===== src/rtl/mul_issue_scheduler_pkg.sv =====
// mul_issue_scheduler_pkg: shared defaults and scheduler state encodings
package mul_issue_scheduler_pkg;
  localparam int MUL_STAGES_DEF = 4;
  localparam int REG_ADDR_W_DEF = 5;
  localparam int CNT_W_DEF = 3;
  localparam logic [2:0] ST_IDLE = 3'd0;
  localparam logic [2:0] ST_BUSY = 3'd1;
  localparam logic [2:0] ST_DRAIN = 3'd2;
  localparam logic [2:0] ST_DONE = 3'd3;
  // Post-pulse wait for drain_req_i to drop; blocks issue like DRAIN.
  localparam logic [2:0] ST_HOLD = 3'd4;
endpackage


===== src/rtl/mul_issue_scheduler_scoreboard.sv =====
// mul_scoreboard: shift scoreboard aligned to multiplier stages plus hazard match
module mul_scoreboard #(
  parameter int STAGES = 4,
  parameter int AW = 5
) (
  input  logic          clk,
  input  logic          rst,
  input  logic          issue_i,
  input  logic          wr_i,
  input  logic [AW-1:0] rd_i,
  input  logic [AW-1:0] rs1_i,
  input  logic [AW-1:0] rs2_i,
  output logic          rs1_hit_o,
  output logic          rs2_hit_o,
  output logic          rd_hit_o,
  output logic          ret_v_o,
  output logic          ret_occ_o,
  output logic [AW-1:0] ret_rd_o
);
  logic [STAGES-1:0] r_v;
  logic [STAGES-1:0] r_occ;
  logic [AW-1:0]     r_rd [STAGES];
  // r_occ tracks every issue (incl. x0/no-write) so mul_done_i can be cross-checked.
  always_ff @(posedge clk or posedge rst) begin
    if (rst) begin
      r_v <= '0;
      r_occ <= '0;
      for (int k = 0; k < STAGES; k++) r_rd[k] <= '0;
    end else begin
      r_v <= {r_v[STAGES-2:0], issue_i & wr_i & (|rd_i)};
      r_occ <= {r_occ[STAGES-2:0], issue_i};
      r_rd[0] <= rd_i;
      for (int k = 1; k < STAGES; k++) r_rd[k] <= r_rd[k-1];
    end
  end
  always_comb begin
    rs1_hit_o = 1'b0;
    rs2_hit_o = 1'b0;
    rd_hit_o = 1'b0;
    for (int k = 0; k < STAGES; k++) begin
      rs1_hit_o = rs1_hit_o | (r_v[k] & (r_rd[k] == rs1_i));
      rs2_hit_o = rs2_hit_o | (r_v[k] & (r_rd[k] == rs2_i));
      rd_hit_o = rd_hit_o | (r_v[k] & (r_rd[k] == rd_i));
    end
  end
  assign ret_v_o = r_v[STAGES-1];
  assign ret_occ_o = r_occ[STAGES-1];
  assign ret_rd_o = r_rd[STAGES-1];
endmodule


===== src/rtl/mul_issue_scheduler.sv =====
// mul_issue_scheduler: issue/hazard control, writeback arbitration and drain FSM
module mul_issue_scheduler
  import mul_issue_scheduler_pkg::*;
#(
  parameter int MUL_STAGES = MUL_STAGES_DEF,
  parameter int REG_ADDR_W = REG_ADDR_W_DEF,
  parameter int CNT_W = CNT_W_DEF
) (
  input  logic                  clk,
  input  logic                  rst,
  input  logic                  dec_valid_i,
  input  logic                  dec_is_m_i,
  input  logic [REG_ADDR_W-1:0] dec_rd_i,
  input  logic                  dec_wr_i,
  input  logic [REG_ADDR_W-1:0] dec_rs1_i,
  input  logic [REG_ADDR_W-1:0] dec_rs2_i,
  input  logic                  dec_use_rs1_i,
  input  logic                  dec_use_rs2_i,
  output logic                  dec_stall_o,
  output logic                  mul_issue_o,
  input  logic                  mul_done_i,
  input  logic                  alu_wb_valid_i,
  output logic                  alu_wb_stall_o,
  output logic                  wb_sel_mul_o,
  output logic [REG_ADDR_W-1:0] wb_rd_o,
  input  logic                  drain_req_i,
  output logic                  drain_done_o,
  output logic [CNT_W-1:0]      inflight_o,
  output logic                  sync_err_o
);
  logic [2:0]            r_state;
  logic [2:0]            w_state_nxt;
  logic [CNT_W-1:0]      r_cnt;
  logic [CNT_W-1:0]      w_cnt_nxt;
  logic                  r_sync_err;
  logic                  w_rs1_hit;
  logic                  w_rs2_hit;
  logic                  w_rd_hit;
  logic                  w_ret_v;
  logic                  w_ret_occ;
  logic [REG_ADDR_W-1:0] w_ret_rd;
  logic                  w_hazard;
  logic                  w_drain;
  logic                  w_issue;
  logic                  w_dec;
  logic                  w_zero;
  logic                  w_run;

  mul_scoreboard #(.STAGES(MUL_STAGES), .AW(REG_ADDR_W)) u_sb (
    .clk       (clk),
    .rst       (rst),
    .issue_i   (w_issue),
    .wr_i      (dec_wr_i),
    .rd_i      (dec_rd_i),
    .rs1_i     (dec_rs1_i),
    .rs2_i     (dec_rs2_i),
    .rs1_hit_o (w_rs1_hit),
    .rs2_hit_o (w_rs2_hit),
    .rd_hit_o  (w_rd_hit),
    .ret_v_o   (w_ret_v),
    .ret_occ_o (w_ret_occ),
    .ret_rd_o  (w_ret_rd)
  );

  assign w_hazard = (dec_use_rs1_i & w_rs1_hit) | (dec_use_rs2_i & w_rs2_hit) | (dec_wr_i & w_rd_hit);
  // drain_req_i blocks issue in the same cycle it rises, before the FSM leaves BUSY.
  assign w_drain = drain_req_i | (r_state == ST_DRAIN) | (r_state == ST_DONE) | (r_state == ST_HOLD);
  assign w_issue = !rst & dec_valid_i & dec_is_m_i & !w_hazard & !w_drain;
  assign w_dec = mul_done_i & (|r_cnt);
  assign w_cnt_nxt = r_cnt + CNT_W'(w_issue) - CNT_W'(w_dec);
  assign w_zero = (w_cnt_nxt == '0);
  assign w_run = (r_state == ST_IDLE) | (r_state == ST_BUSY);

  assign mul_issue_o = w_issue;
  assign dec_stall_o = !rst & dec_valid_i & (w_hazard | (dec_is_m_i & w_drain));
  assign wb_sel_mul_o = !rst & mul_done_i & w_ret_v;
  assign wb_rd_o = wb_sel_mul_o ? w_ret_rd : '0;
  assign alu_wb_stall_o = wb_sel_mul_o & alu_wb_valid_i;
  assign drain_done_o = (r_state == ST_DONE);
  assign inflight_o = r_cnt;
  assign sync_err_o = r_sync_err;

  always_comb begin
    w_state_nxt = w_run ? (drain_req_i ? (w_zero ? ST_DONE : ST_DRAIN) : (w_zero ? ST_IDLE : ST_BUSY)) :
                  (r_state == ST_DRAIN) ? (w_zero ? ST_DONE : ST_DRAIN) :
                  (drain_req_i ? ST_HOLD : ST_IDLE);
  end

  always_ff @(posedge clk or posedge rst) begin
    if (rst) begin
      r_state <= ST_IDLE;
      r_cnt <= '0;
      r_sync_err <= 1'b0;
    end else begin
      r_state <= w_state_nxt;
      r_cnt <= w_cnt_nxt;
      r_sync_err <= r_sync_err | (mul_done_i != w_ret_occ);
    end
  end
endmodule

===== config.mk =====
export PLATFORM = sky130hd
export DESIGN_NAME = mul_issue_scheduler
export DESIGN_NICKNAME = d
export VERILOG_FILES = /design/src/rtl/mul_issue_scheduler_pkg.sv /design/src/rtl/mul_issue_scheduler_scoreboard.sv /design/src/rtl/mul_issue_scheduler.sv
export SDC_FILE = /design/constraint.sdc
export NUM_CORES = 1
export LEC_CHECK = 0
export BUFFER_PORTS_ARGS = -buffer_cell sky130_fd_sc_hd__buf_2
export CAP_MARGIN = 10
export CORE_ASPECT_RATIO = 2
export CORE_UTILIZATION = 38
export CTS_CLUSTER_SIZE = 28
export DETAILED_ROUTE_END_ITERATION = 7
export GPL_TIMING_DRIVEN = 0
export PLACE_DENSITY_LB_ADDON = 0.3
export SYNTH_ARGS = -nofsm -noshare
export SYNTH_HDL_FRONTEND = slang
export SYNTH_SLANG_ARGS = --single-unit
export TNS_END_PERCENT = 10

===== constraint.sdc =====
create_clock -name clk -period 5.2 [get_ports clk]
set_input_delay 0.26 -clock clk [delete_from_list [all_inputs] [get_ports clk]]
set_output_delay 0.26 -clock clk [all_outputs]
set_load 0.01 [all_outputs]

Word-level counts from Yosys, hierarchy flattened
Cells that the tools add are included.
Word-level totals
  register bits after elaboration: 35
  bits of input ports: 25
  output and inout port bits: 14
  logic and storage cells: 86
Cells by class
  $add $sub $neg: 2
  equal/unequal tests: 17
  muxes and demuxes: 7
  bitwise logic cells: 44
  reduce and logical (&&, ||, !) cells: 7
Operators by type and width (number)
  $eq 5x5->1: 12
  $and 1x1->1: 27
  $or 1x1->1: 17
  $mux 3: 4
  $eq 3x2->1 const B: 2
  $logic_not 3->1: 2
  $mux 5: 1
  $reduce_or 5->1: 1
  $add 3x1->3: 1
  $eq 3x1->1 const B: 1
  $eq 3x3->1 const B: 1
  $logic_not 1->1: 3
  $reduce_or 3->1: 1
  $sub 3x1->3: 1
  $mux 1: 2
  $ne 1x1->1: 1

Depth between registers and ports, before layout
Gate-level depths: netlist (run 1).
  depth after elaboration: 17
  mapped depth: 14
  mapped depth without buffers: 13

Modules after synthesis
A second synthesis (run 1) with hierarchy kept.
Second synthesis, totals
  cell total of the unflattened synthesis: 174
  area total of the unflattened synthesis: 1970.6 µm²
By module, submodules not included
  mul_scoreboard: times used 1, cells each 129, area an instance 1515.2 µm², seq. area each 700.7 µm²
  mul_issue_scheduler: times used 1, cells each 45, area an instance 455.4 µm², seq. area each 175.2 µm²

Worst setup path before layout (run 1)
OpenSTA, ideal clock, no wires.
  path type: register -> register
  from: reg u_sb.r_rd[9] (netlist bit)
  to: reg r_state[0]
  setup time: 110 ps
  data arrival time: 2530 ps
  required time: 5090 ps
  path slack: 2560 ps
  stages on the path, launching flop included: 13
  buffers on the path: 0
  clock period less this slack: 2640 ps
  cell sequence: dfrtp_1 > xor2_1 > nor4_1 > nand3_1 > a41oi_1 > a221o_1 > nor2_1 > ha_1 > fa_1 > xnor2_1 > xnor2_1 > nor3_1 > o41ai_1
On the way
  cells in the longest elaborated chain, start to end: 16
  elaborated cells on any way between the ends: 28
  classes of those cells: add/sub (2); eq/ne (3); mux (5); bitwise (16); reduce/logical (2)
RTL lines
  start, declared: RTL line mul_issue_scheduler_scoreboard.sv:22  | logic [AW-1:0] r_rd [STAGES];
  $eq 5x5->1 (on tied branches): RTL line mul_issue_scheduler_scoreboard.sv:41, mul_issue_scheduler_scoreboard.sv:42
  $and 1x1->1 (on tied branches): RTL line mul_issue_scheduler_scoreboard.sv:41, mul_issue_scheduler_scoreboard.sv:42
  $or 1x1->1 (on tied branches) (2 in series): RTL line mul_issue_scheduler_scoreboard.sv:41, mul_issue_scheduler_scoreboard.sv:42
  $and 1x1->1: RTL line mul_issue_scheduler.sv:65  | assign w_hazard = (dec_use_rs1_i & w_rs1_hit) | (dec_use_rs2_i & w_rs2_hit) | (dec_wr_i & w_rd_hit);
  $or 1x1->1: RTL line mul_issue_scheduler.sv:65
  $or 1x1->1 *: RTL line mul_issue_scheduler.sv:65
  $logic_not 1->1 *: RTL line mul_issue_scheduler.sv:68  | assign w_issue = !rst & dec_valid_i & dec_is_m_i & !w_hazard & !w_drain;
  $and 1x1->1 * (2 in series): RTL line mul_issue_scheduler.sv:68
  net mul_issue_o: RTL line mul_issue_scheduler.sv:20  | output logic mul_issue_o,
  $add 3x1->3 *: RTL line mul_issue_scheduler.sv:70  | assign w_cnt_nxt = r_cnt + CNT_W'(w_issue) - CNT_W'(w_dec);
  $sub 3x1->3 *: RTL line mul_issue_scheduler.sv:70
  net w_cnt_nxt[2]: RTL line mul_issue_scheduler.sv:34  | logic [CNT_W-1:0] w_cnt_nxt;
  $logic_not 3->1 *: RTL line mul_issue_scheduler.sv:71  | assign w_zero = (w_cnt_nxt == '0);
  $mux 1 (on tied branches): RTL line mul_issue_scheduler.sv:84, mul_issue_scheduler.sv:85
  $mux 3 (on tied branches): RTL line mul_issue_scheduler.sv:85, mul_issue_scheduler.sv:84
  $mux 3 *: RTL line mul_issue_scheduler.sv:84  | w_state_nxt = w_run ? (drain_req_i ? (w_zero ? ST_DONE : ST_DRAIN) : (w_zero ? ST_IDLE : ST_BUSY)) :
  net w_state_nxt[0]: RTL line mul_issue_scheduler.sv:32  | logic [2:0] w_state_nxt;
  end signal, assigned: RTL line mul_issue_scheduler.sv:95  | r_state <= w_state_nxt;
  end, declared: RTL line mul_issue_scheduler.sv:31  | logic [2:0] r_state;
Mark *: on every way through the listed nets, which the timed path passes. The rest lies on a longest branch.

Worst setup path in the final report (run 1)
  from: reg u_sb.r_rd[13] (netlist bit)
  to: reg r_state[0]
On the way
  cells in the longest elaborated chain, start to end: 17
  elaborated cells on any way between the ends: 31
  classes of those cells: add/sub (2); eq/ne (3); mux (5); bitwise (19); reduce/logical (2)
RTL lines (RTL line)
  $eq 5x5->1 (on tied branches): mul_issue_scheduler_scoreboard.sv:41, mul_issue_scheduler_scoreboard.sv:42
  $and 1x1->1 (on tied branches): mul_issue_scheduler_scoreboard.sv:41, mul_issue_scheduler_scoreboard.sv:42
  $or 1x1->1 (on tied branches) (3 in series): mul_issue_scheduler_scoreboard.sv:41, mul_issue_scheduler_scoreboard.sv:42
  $and 1x1->1: mul_issue_scheduler.sv:65
  $or 1x1->1: mul_issue_scheduler.sv:65
  $or 1x1->1 *: mul_issue_scheduler.sv:65
  $logic_not 1->1 *: mul_issue_scheduler.sv:68
  $and 1x1->1 * (2 in series): mul_issue_scheduler.sv:68
  $add 3x1->3 *: mul_issue_scheduler.sv:70
  $sub 3x1->3 *: mul_issue_scheduler.sv:70
  net w_cnt_nxt[2]: mul_issue_scheduler.sv:34
  $logic_not 3->1 *: mul_issue_scheduler.sv:71
  $mux 1 (on tied branches): mul_issue_scheduler.sv:84, mul_issue_scheduler.sv:85
  $mux 3 (on tied branches): mul_issue_scheduler.sv:85, mul_issue_scheduler.sv:84
  $mux 3 *: mul_issue_scheduler.sv:84
  net w_state_nxt[0]: mul_issue_scheduler.sv:32
Marks and branches as above.

==> results of run 1 <==
## cells by family after synthesis
kind of cell,synth area share
AO/OA/AOI/OAI,0.0361
XOR/XNOR,0.295
adder cells (fa/ha/maj),0.0241
buffers and inverters,0.0314
flip-flops,0.468
multiplexers,0.00535
AND/OR/NAND/NOR,0.140
## sequential cells by signal, indices dropped and copies added (netlist names)
name and flops:
sync_err_o 1, r_state 3, u_sb.r_v 4, u_sb.ret_rd_o 5, u_sb.r_occ 4, u_sb.r_rd 15
inflight_o 3
## power by group
part | internal, W | total (W) | switching, W
Sequential | 0.000305 | 0.000342 | 0.0000365
Clock | 0.000143 | 0.000242 | 0.0000997
Combinational | 0.0000881 | 0.000189 | 0.000101
## worst max path at each step
stage / slack [ns] / startpoint / endpoint
2_1_floorplan: 2.56 / u_sb.r_rd[9] / r_state[0]
6_report: 2.21 / u_sb.r_rd[13] / r_state[0]
3_5_place_dp: 2.10 / dec_rd_i[3] / r_state[0]
3_3_place_gp: 2.14 / dec_rd_i[3] / r_state[0]
4_1_cts: 2.14 / u_sb.r_rd[13] / r_state[0]
5_1_grt: 1.93 / u_sb.r_rd[13] / r_state[0]
## Yosys cell counts, types with 2 or more instances
master	n
and3_1	2
nor2b_1	3
nand3_1	12
xor2_1	48
nand4_1	2
xnor2_1	15
nor3_1	2
a21oi_1	2
and2_1	6
nor2_1	2
ha_1	2
nor4_1	12
o31a_1	2
dfrtp_1	35
inv_1	8
buf_2	5
## metal layers
layer  vias to the layer above  global-route usage
met5                         -                   0
met4                         0              0.0915
met3                         7              0.0285
met2                        36               0.346
met1                       649               0.196
li1                        660                   -
## stage by stage
stage,std cells,util
floorplan,170,-
global placement,263,0.454
detailed placement,264,0.460
CTS,272,0.484
global route,272,0.484
finish,272,0.484
## layout make-up
| class | count | area [um2] | share of cell area |
|---|---|---|---|
| Tap cell | 55 | 68.8 | 0.0303 |
| Clock buffer | 5 | 68.8 | 0.0303 |
| Inverter | 8 | 30.0 | 0.0132 |
| Clock inverter | 3 | 43.8 | 0.0193 |
| Buffer | 6 | 28.8 | 0.0127 |
| Multi-Input combinational cell | 121 | 936 | 0.412 |
| Timing Repair Buffer | 39 | 218 | 0.0959 |
| Sequential cell | 35 | 876 | 0.386 |
## cells in the final DEF, fill, tap and decap left out, drive strengths merged, types with 3 or more instances in the layout
master and instances:
and2 6, buf 44, clkbuf 6, dfrtp 35
inv 8, nand3 13, nor2b 3, nor4 12
xnor2 15, xor2 48
## worst max-delay path, delay by kind of cell, from the launching register on
kind	cells	cell delay (ns)
adder cells (fa/ha/maj)	2	0.57
AND/OR/NAND/NOR	5	0.94
XOR/XNOR	3	0.47
flip-flops	1	0.43
AO/OA/AOI/OAI	3	0.46
==> results by group, run 1 <==
Critical path
  – CP cell instances: xor2_1 > nor4_1 > nand3_1 > a41oi_1 > a221o_1 > nor2_1 > ha_1 > fa_1 > xnor2_1 > xnor2_1 > nor3_1 > nand2_1 > o41ai_1
  – Cells on worst reg2reg path: 13
  – R2r endpoint: r_state[0]
  – Max incr delay on CP: 0.43 ns
  – Crit path kind: reg -> reg
  – Flop-to-flop setup slack: 2.21 ns
  – CP endpoint kind: flop
  – CP max FO: 4
  – Crit path max-delay cell type: dfrtp_1
  – FF-to-FF Start: u_sb.r_rd[13]
  – Worst setup SP type: flop
  – Crit path required time: 5.38 ns
  – CP most frequent cell: xnor2_1
  – Arrival time worst endpoint: 3.17 ns

Pwr
  – PwrDens: 341 mW/mm2
  – Static Leakage: 1.06 nW
  – Worst VDD drop: 0.414 mV
  – Overall power: 0.000773 W

Logic synthesis
  – Syn_area_per_cell: 11.0 um2
  – Yosys top cell area share: 0.468
  – Library cells used by synthesis: 28
  – Sequential area share after synthesis: 0.468
  – Post-Synthesis Cells: 170
  – Synth async-reset ratio: 1.00
  – Predominant post-synthesis flop cell: dfrtp_1
  – EDFF count, synth: 0
  – Synth Net Count: 198
  – Area contributors post-synth: dfrtp_1 (47%), xor2_1 (22%), xnor2_1 (7.0%), nor4_1 (4.0%), nand3_1 (3.2%)
  – Yosys Warn Count: 0
  – #FFs+latches synth: 35
  – Syn Std Cell Area: 0.00187 mm2
  – Synth area leader: dfrtp_1

CTS
  – Num CTS Buffers: 5
  – Root buffer cell: clkbuf_8
  – Post-cts hold buffer count: 0
  – Clk_lat worst skew: 0.29 ns
  – CTS Sinks: 35
  – Clock-pin slew on the worst setup and hold paths: 0.07 ns
  – Clock Tree Buf Depth: 2
  – CTS H-tree depth: 2
  – CTS tree: yes
  – Number of post-CTS setup repair buffers: 0
  – Post_cts resized: 0

STA
  – Fmax: 335 MHz
  – Least-Margin Pin Slew: 0.670 ns
  – Slew headroom: 0.553
  – # setup viols final: 0
  – Worst Slack Setup Final: 2.21 ns
  – Final TNS setup: 0 ns
  – Pins Over Slew Limit: 0
  – Hold Violations, Final: 0
  – Tmin final: 2.99 ns
  – Final hold slack: 0.0703 ns
  – RSZ-0062 raised after global routing: no
  – Crit share post-route: 0.574
  – Clock skew: 0.00544 ns

Route
  – Max Used Layer: met4
  – DR WL met2: 2420 um
  – Initial DRT Pass Iterations: 4
  – DRC viols: 0
  – WL met1: 1570 um
  – Met3 Wirelength: 131 um
  – Antenna Nets Post-Route: 0
  – Vias: 1352
  – Drt total wl: 4220 um
  – WL per Instance: 15.5 um
  – Vias per inst: 4.97
  – DRT iter0 DRCs: 24

Placement
  – Placed cell area: 0.00216 mm2
  – DP HPWL: 3400 um
  – Post-place setup slack: 2.10 ns
  – Final GP Congestion: 0.854
  – PortBufs: 38

Die
  – Die Height: 101 um
  – Core footprint: 0.00469 mm2
  – Rows: 35
  – Initial Util: 0.399
  – # IOs: 39
  – Die footprint: 0.00522 mm2
  – Die width: 51.6 um

Finish
  – Layout Nets: 244
  – Fill cell count: 474
  – Share of cells above drive strength 1: 0.244
  – Area growth syn-to-layout: 21.3%
  – Final instance area: 0.00227 mm2
  – Ant. Diodes: 0

Status
  – Status: complete, no violations

GRT
  – First-pass GRT wire length: 6920 um
  – Via count of the first global-routing pass: 1474
  – Antenna violations before repair: 0
  – GR Overflow Total: 0
  – Total GRT Usage: 0.187
  – Largest net degree at the start of global routing: 22

Run
  – Max-Cap Viols: 0

Hold path
  – Worst min-delay path category: in -> async
(Power assumes the default switching activity.)
==> run 2: changes to the inputs <==
clock period = 2.49 ns   (was 5.2 ns; I/O delays follow)
==> run 2 against run 1 <==
  * The run now ends with setup timing left
  * Register-to-register slack worse by 2.6 ns
  * Global-route usage up 0.18 points
  * Setup slack worse by 2.6 ns
  * Largest cell class unchanged
  * Non-clock buffer count up 13
  * First-iteration DRC count up 21%
==> results by group, run 2 (same netlist as run 1, synthesis figures left out) <==
Status
  – Status: finished with violations
  – Failing checks: setup timing

Die
  – Core footprint: 0.00469 mm2 (unchanged)
  – Rows: 35 (unchanged)
  – Die width: 51.6 um (unchanged)
  – Initial Util: 0.399 (unchanged)
  – Die footprint: 0.00522 mm2 (unchanged)
  – # IOs: 39 (unchanged)
  – Die Height: 101 um (unchanged)

Critical path
  – Flop-to-flop setup slack: -0.35 ns (-2.56 ns)
  – CP startpoint: u_sb.r_rd[10]
  – Crit path required time: 2.68 ns (-2.70 ns)
  – FF-to-FF Start: u_sb.r_rd[10]
  – Crit path kind: reg -> reg
  – Arrival time worst endpoint: 3.03 ns (-0.14 ns)
  – CP max FO: 4 (unchanged)
  – R2r endpoint: r_state[0]
  – Cells on worst reg2reg path: 13 (unchanged)
  – Worst setup SP type: flop
  – CP endpoint kind: flop

Hold path
  – Hold path startpoint: drain_req_i
  – Hold path cells: 2
  – Worst Hold End: r_state[0]
  – Worst min-delay path category: in -> reg

CTS
  – Num CTS Buffers: 5 (unchanged)
  – Root buffer cell: clkbuf_8
  – Clk_lat worst skew: 0.29 ns (about the same)
  – CTS H-tree depth: 2 (unchanged)
  – Clock Tree Buf Depth: 2 (unchanged)
  – Clock-pin slew on the worst setup and hold paths: 0.07 ns (about the same)
  – CTS Sinks: 35 (unchanged)
  – CTS tree: yes

Finish
  – Area growth syn-to-layout: 34.0%
  – Ant. Diodes: 0 (unchanged)
  – Commonest cells after routing, fill and taps aside: xor2_1 (46), buf_2 (43), dfrtp_1 (34), xnor2_1 (13), nand3_1 (12)
  – Layout Nets: 257 (+5.3%)
  – Fill cell count: 429 (-9.5%)
  – Share of cells above drive strength 1: 0.335 (+0.0905)
  – Top reg by flops: u_sb.r_rd
  – Commonest non-fill, non-tap cell in the layout: xor2_1
  – Max reg flops: 15 (unchanged)

STA
  – Slew headroom: 0.702 (+0.149)
  – Least-Margin Pin Slew: 0.446 ns (-0.223 ns)
  – Clock skew: 0.00554 ns (+0.0000958 ns)
  – RSZ-0062 raised after global routing: yes
  – Pins Over Slew Limit: 0 (unchanged)
  – Fmax: 352 MHz (+5.3%)
  – Crit share post-route: 1.14 (+0.565)
  – Hold Violations, Final: 0 (unchanged)
  – Worst Slack Setup Final: -0.348 ns (-2.56 ns)
  – Tmin final: 2.84 ns (-0.149 ns)
  – # setup viols final: 2 (+2)
  – Final hold slack: 0.0682 ns (-0.00215 ns)

GRT
  – First-pass GRT wire length: 7000 um (+1.2%)
  – Largest net degree at the start of global routing: 20 (-9.1%)
  – Antenna violations before repair: 0 (unchanged)
  – Via count of the first global-routing pass: 1505 (+2.1%)
  – GR Overflow Total: 0 (unchanged)
  – Total GRT Usage: 0.188 (+0.00177)

Route
  – Max Used Layer: met4
  – WL met1: 1550 um (-1.0%)
  – Vias per inst: 5.04 (+1.4%)
  – Antenna Nets Post-Route: 0 (unchanged)
  – DR WL met2: 2480 um (+2.6%)
  – WL per Instance: 15.3 um (-1.4%)
  – DRT iter0 DRCs: 29 (+21%)
  – DRC viols: 0 (unchanged)
  – Vias: 1437 (+6.3%)
  – Drt total wl: 4360 um (+3.3%)
  – Met3 Wirelength: 168 um (+28%)
  – Initial DRT Pass Iterations: 4 (unchanged)

Pwr
  – Static Leakage: 1.14 nW (+7.4%)
  – PwrDens: 688 mW/mm2 (+100%)
  – Worst VDD drop: 0.652 mV (+58%)

Placement
  – Post-place setup slack: -0.609 ns (-2.70 ns)
  – PortBufs: 38 (unchanged)
  – Final GP Congestion: 0.997 (+17%)
  – DP HPWL: 3330 um (-2.2%)

Run
  – Max-Cap Viols: 0 (unchanged)
[run 2: where the power goes]
part           switching (W)  total (W)  internal, W  leakage (nW)
registers          0.0000790   0.000717     0.000638         0.425
clock network       0.000205   0.000503     0.000298        0.0581
logic               0.000255   0.000506     0.000250         0.661
total               0.000539    0.00173      0.00119          1.14
[run 2: metrics by stage]
step | cell area, um2 | instances | power, W | TNS (ns) | util
after floorplan | 1870 | 170 | 0.000977 | -0.150 | -
final | 2510 | 285 | 0.00173 | -0.392 | 0.535
after global placement | 2130 | 263 | 0.00110 | -0.738 | 0.454
after CTS | 2430 | 284 | 0.00167 | -0.470 | 0.519
after global routing | 2510 | 285 | 0.00182 | -0.730 | 0.535
after detailed placement | 2160 | 264 | 0.00111 | -0.873 | 0.460
[run 2: final cells by class]
cell class,instances,area [um2],share of cell area
multi-input cells,121,1050,0.418
flip-flops and latches,35,877,0.350
repair buffers,52,338,0.135
clock buffers,5,68.8,0.0274
well taps,55,68.8,0.0274
clock inverters,3,43.8,0.0175
inverters,8,33.8,0.0135
plain buffers,6,28.8,0.0115
[run 2: worst max-delay path, cell delays in order (launching register included)]
cell and delay (ns):
dfrtp_1 0.43, xor2_1 0.19, nor4_2 0.39, nand3_1 0.14, a41oi_2 0.14, a221o_1 0.22, nor2_4 0.08, ha_4 0.16
fa_2 0.36, xnor2_2 0.15, xnor2_2 0.15, nor3_2 0.18, nand2_1 0.09, o41ai_2 0.06
[run 2: worst max-delay path by stage]
stage | end | slack [ns]
floorplan | r_state[0] | -0.15
global placement | r_state[0] | -0.54
detailed placement | r_state[0] | -0.61
CTS | r_state[0] | -0.44
global route | r_state[0] | -0.52
finish | r_state[0] | -0.35
[run 2: per-layer routing]
| layer | track usage | up-vias |
|---|---|---|
| met5 | 0 | - |
| met4 | 0.104 | 0 |
| met3 | 0.0285 | 10 |
| li1 | - | 683 |
| met1 | 0.196 | 704 |
| met2 | 0.346 | 40 |
[run 2: timing repair]
item	in CTS	in global routing
hold endpoints to repair	22	0
hold buffers	6	0
resized for setup	12	10
setup endpoints to repair	3	8
buffers inserted	6	1
pin swaps	14	11
==> run 3: changes to the inputs <==
ABC_AREA = 1   (was default)
CORE_MARGIN = 3   (was default)
==> run 3 against run 2 <==
  * The run still ends with setup timing left
  * Register-to-register slack improved by 0.30 ns
  * Largest cell class unchanged
  * Non-clock buffer count shrank 2
  * Combinational power increased by 13%
  * Maximum frequency grew 12%
  * Critical path depth rose by 5
  * Cell area rose by 9.8%
  * Synthesized area is 15% higher
  * First-iteration DRC count grew to 2.7 times the previous value
  * Hold slack got worse by 0.059 ns
  * Critical path type unchanged
  * Global-route usage rose by 3.4 points
  * Power up 5.0%
  * Clock-buffer cell count is 1 higher
==> results by group, run 3 <==
GRT
  – Via count of the first global-routing pass: 2225 (+48%)
  – GR Overflow Total: 0 (unchanged)
  – Largest net degree at the start of global routing: 20 (unchanged)
  – Total GRT Usage: 0.222 (+0.0339)
  – Antenna violations before repair: 0 (unchanged)
  – First-pass GRT wire length: 10700 um (+53%)

Placement
  – Placed Cells: 435 (+65%)
  – Placed cell area: 0.00242 mm2 (+12%)
  – DP HPWL: 5150 um (+55%)
  – Final GP Congestion: 0.898 (-9.9%)
  – Post-place setup slack: -0.468 ns (+0.141 ns)
  – PortBufs: 38 (unchanged)

Route
  – Vias per inst: 4.98 (-1.3%)
  – DRC viols: 0 (unchanged)
  – Drt total wl: 6880 um (+58%)
  – Vias: 2294 (+60%)
  – DRT iter0 DRCs: 79 (+170%)
  – Initial DRT Pass Iterations: 4 (unchanged)
  – WL per Instance: 14.9 um (-2.4%)
  – Antenna Nets Post-Route: 0 (unchanged)

Die
  – Die Height: 112 um (+11%)
  – Die width: 59.2 um (+15%)
  – Initial Util: 0.394 (-0.00538)
  – Die footprint: 0.00666 mm2 (+28%)
  – # IOs: 39 (unchanged)
  – Rows: 38 (+8.6%)
  – Core footprint: 0.00547 mm2 (+17%)

STA
  – # setup viols final: 1 (-1)
  – Pins Over Slew Limit: 0 (unchanged)
  – RSZ-0062 raised after global routing: yes
  – Final TNS setup: -0.0497 ns (+0.342 ns)
  – Hold Violations, Final: 0 (unchanged)
  – Fmax: 394 MHz (+12%)
  – Slew headroom: 0.364 (-0.337)
  – Worst Slack Setup Final: -0.0497 ns (+0.298 ns)
  – Least-Margin Pin Slew: 0.948 ns (+0.502 ns)
  – Crit share post-route: 1.02 (-0.120)
  – Clock skew: 0.0128 ns (+0.00728 ns)
  – Tmin final: 2.54 ns (-0.298 ns)

Logic synthesis
  – Yosys Warn Count: 0 (unchanged)
  – #FFs+latches synth: 35 (unchanged)
  – Synth Net Count: 365 (+84%)
  – Post-Synthesis Cells: 337 (+98%)
  – Syn_area_per_cell: 6.39 um2 (-42%)
  – Yosys top cell area share: 0.407 (-0.0615)
  – EDFF count, synth: 0 (unchanged)
  – Sequential area share after synthesis: 0.407 (-0.0615)
  – Library cells used by synthesis: 20 (-29%)
  – Area contributors post-synth: dfrtp_1 (41%), nand2_1 (24%), nor2_1 (10%), inv_1 (7.3%), nand3_1 (3.5%)
  – Predominant post-synthesis flop cell: dfrtp_1
  – Synth area leader: dfrtp_1
  – Synth top cells by count: nand2_1 (136), nor2_1 (60), inv_1 (42), dfrtp_1 (35), nand3_1 (15)
  – Synth async-reset ratio: 1.00 (unchanged)
  – Count leader, synth: nand2_1
  – Syn Std Cell Area: 0.00215 mm2 (+15%)

Finish
  – Area growth syn-to-layout: 27.8%
  – Final cell count without fillers: 461 (+62%)
  – Ant. Diodes: 0 (unchanged)
  – Layout Nets: 428 (+67%)
  – Share of cells above drive strength 1: 0.274 (-0.0605)
  – Commonest non-fill, non-tap cell in the layout: nand2_1
  – Top reg by flops: u_sb.r_rd
  – Max reg flops: 15 (unchanged)
  – Final instance area: 0.00275 mm2 (+9.8%)
  – Commonest cells after routing, fill and taps aside: nand2_1 (130), nor2_1 (54), buf_2 (39), dfrtp_1 (31), inv_1 (27)

CTS
  – Root buffer cell: clkbuf_8
  – Clock-pin slew on the worst setup and hold paths: 0.08 ns (about the same)
  – CTS Sinks: 35 (unchanged)
  – CTS H-tree depth: 2 (unchanged)
  – CTS tree: yes
  – Clock Tree Buf Depth: 2 (unchanged)
  – Clk_lat worst skew: 0.30 ns (about the same)
  – Num CTS Buffers: 5 (unchanged)

Pwr
  – Worst VDD drop: 0.618 mV (-5.2%)
  – Static Leakage: 1.58 nW (+38%)
  – PwrDens: 658 mW/mm2 (-4.4%)
  – Overall power: 0.00181 W (+5.0%)

Hold path
  – Worst min-delay path category: in -> async

Critical path
  – Worst setup SP type: flop
  – Crit path kind: reg -> reg
  – CP endpoint kind: flop
  – CP max FO: 4 (unchanged)
  – Arrival time worst endpoint: 2.72 ns (-0.31 ns)
  – Crit path required time: 2.67 ns (about the same)

Status
  – Failing checks: setup timing
  – Status: finished with violations

Run
  – Max-Cap Viols: 0 (unchanged)
-- run 3: worst paths after layout --
check	slack, ns	to	from	depth (start not counted)
setup / recovery	-0.05	r_state[0]	u_sb.r_rd[6]	18
hold / removal	0.009	u_sb.r_rd[14]	rst	2
setup reg to reg	-0.05	r_state[0]	u_sb.r_rd[6]	18
hold reg to reg	0.35	u_sb.r_occ[1]	u_sb.r_occ[0]	0
max in group asynchronous	1.30	u_sb.r_rd[19]	rst	3
min in group clk	0.01	u_sb.r_rd[19]	dec_rd_i[4]	1
-- run 3: critical path: stages, from the launching register on --
cell and delay, ns:
dfrtp_1 0.44, inv_2 0.12, nand2_1 0.08, nand2_1 0.10
nor2_1 0.05, nand3_1 0.07, nand2_1 0.06, o21ai_2 0.17
nand3_2 0.15, nor2_4 0.13, ha_4 0.14, fa_2 0.18
xor2_1 0.17, xor2_1 0.21, inv_1 0.08, nand2_2 0.08
o21ai_1 0.06, o21ai_1 0.08, inv_1 0.05
-- run 3: what timing repair did --
action | CTS | global route
cloned | 1 | 0
setup buffers | 9 | 6
pin swaps | 6 | 7
endpoints found under the hold margin | 17 | 0
hold buffers | 2 | 0
gates resized for setup | 28 | 16
endpoints found under the setup margin | 1 | 1
-- run 3: report_power, final --
| part | leakage (nW) | switching (W) | total [W] | internal (W) |
|---|---|---|---|---|
| registers | 0.421 | 0.0000545 | 0.000697 | 0.000643 |
| logic | 1.10 | 0.000339 | 0.000572 | 0.000233 |
| clock network | 0.0612 | 0.000218 | 0.000542 | 0.000324 |
-- run 3: metal layers --
metal  share of wire  vias up  GRT usage
met2            0.55       71      0.387
met1            0.33     1043      0.217
met4           0.078        0      0.175
li1                -     1151          -
met3           0.040       29     0.0368
met5               0        -          0
-- run 3: final cells by class --
type                       count  area, um2
buffer                         1       5.00
multi-input combinational    252       1150
timing repair buffer          55        330
clock buffer                   6       82.6
inverter                      49        188
timing repair inverter         1       5.00
fill                         566       2720
tap                           60       75.1
clock inverter                 2       35.0
sequential                    35        881
-- run 3: cell families (layout without fill, tap and decap cells) --
logic type               count (synthesis)  after routing  share of synthesized area
AND/OR/NAND/NOR                        215            215                      0.392
buffers and inverters                   50            114                     0.0877
flip-flops                              35             35                      0.407
AO/OA/AOI/OAI                           29             29                     0.0726
XOR/XNOR                                 5              5                     0.0203
adder cells (fa/ha/maj)                  3              3                     0.0209
-- run 3: through the flow --
| step | util | hold WS [ns] |
|---|---|---|
| 2_1_floorplan | - | 0.0841 |
| 3_3_place_gp | 0.443 | 0.258 |
| 3_5_place_dp | 0.443 | 0.257 |
| 4_1_cts | 0.490 | 0.00142 |
| 5_1_grt | 0.503 | 0.00648 |
| 6_report | 0.503 | 0.00939 |
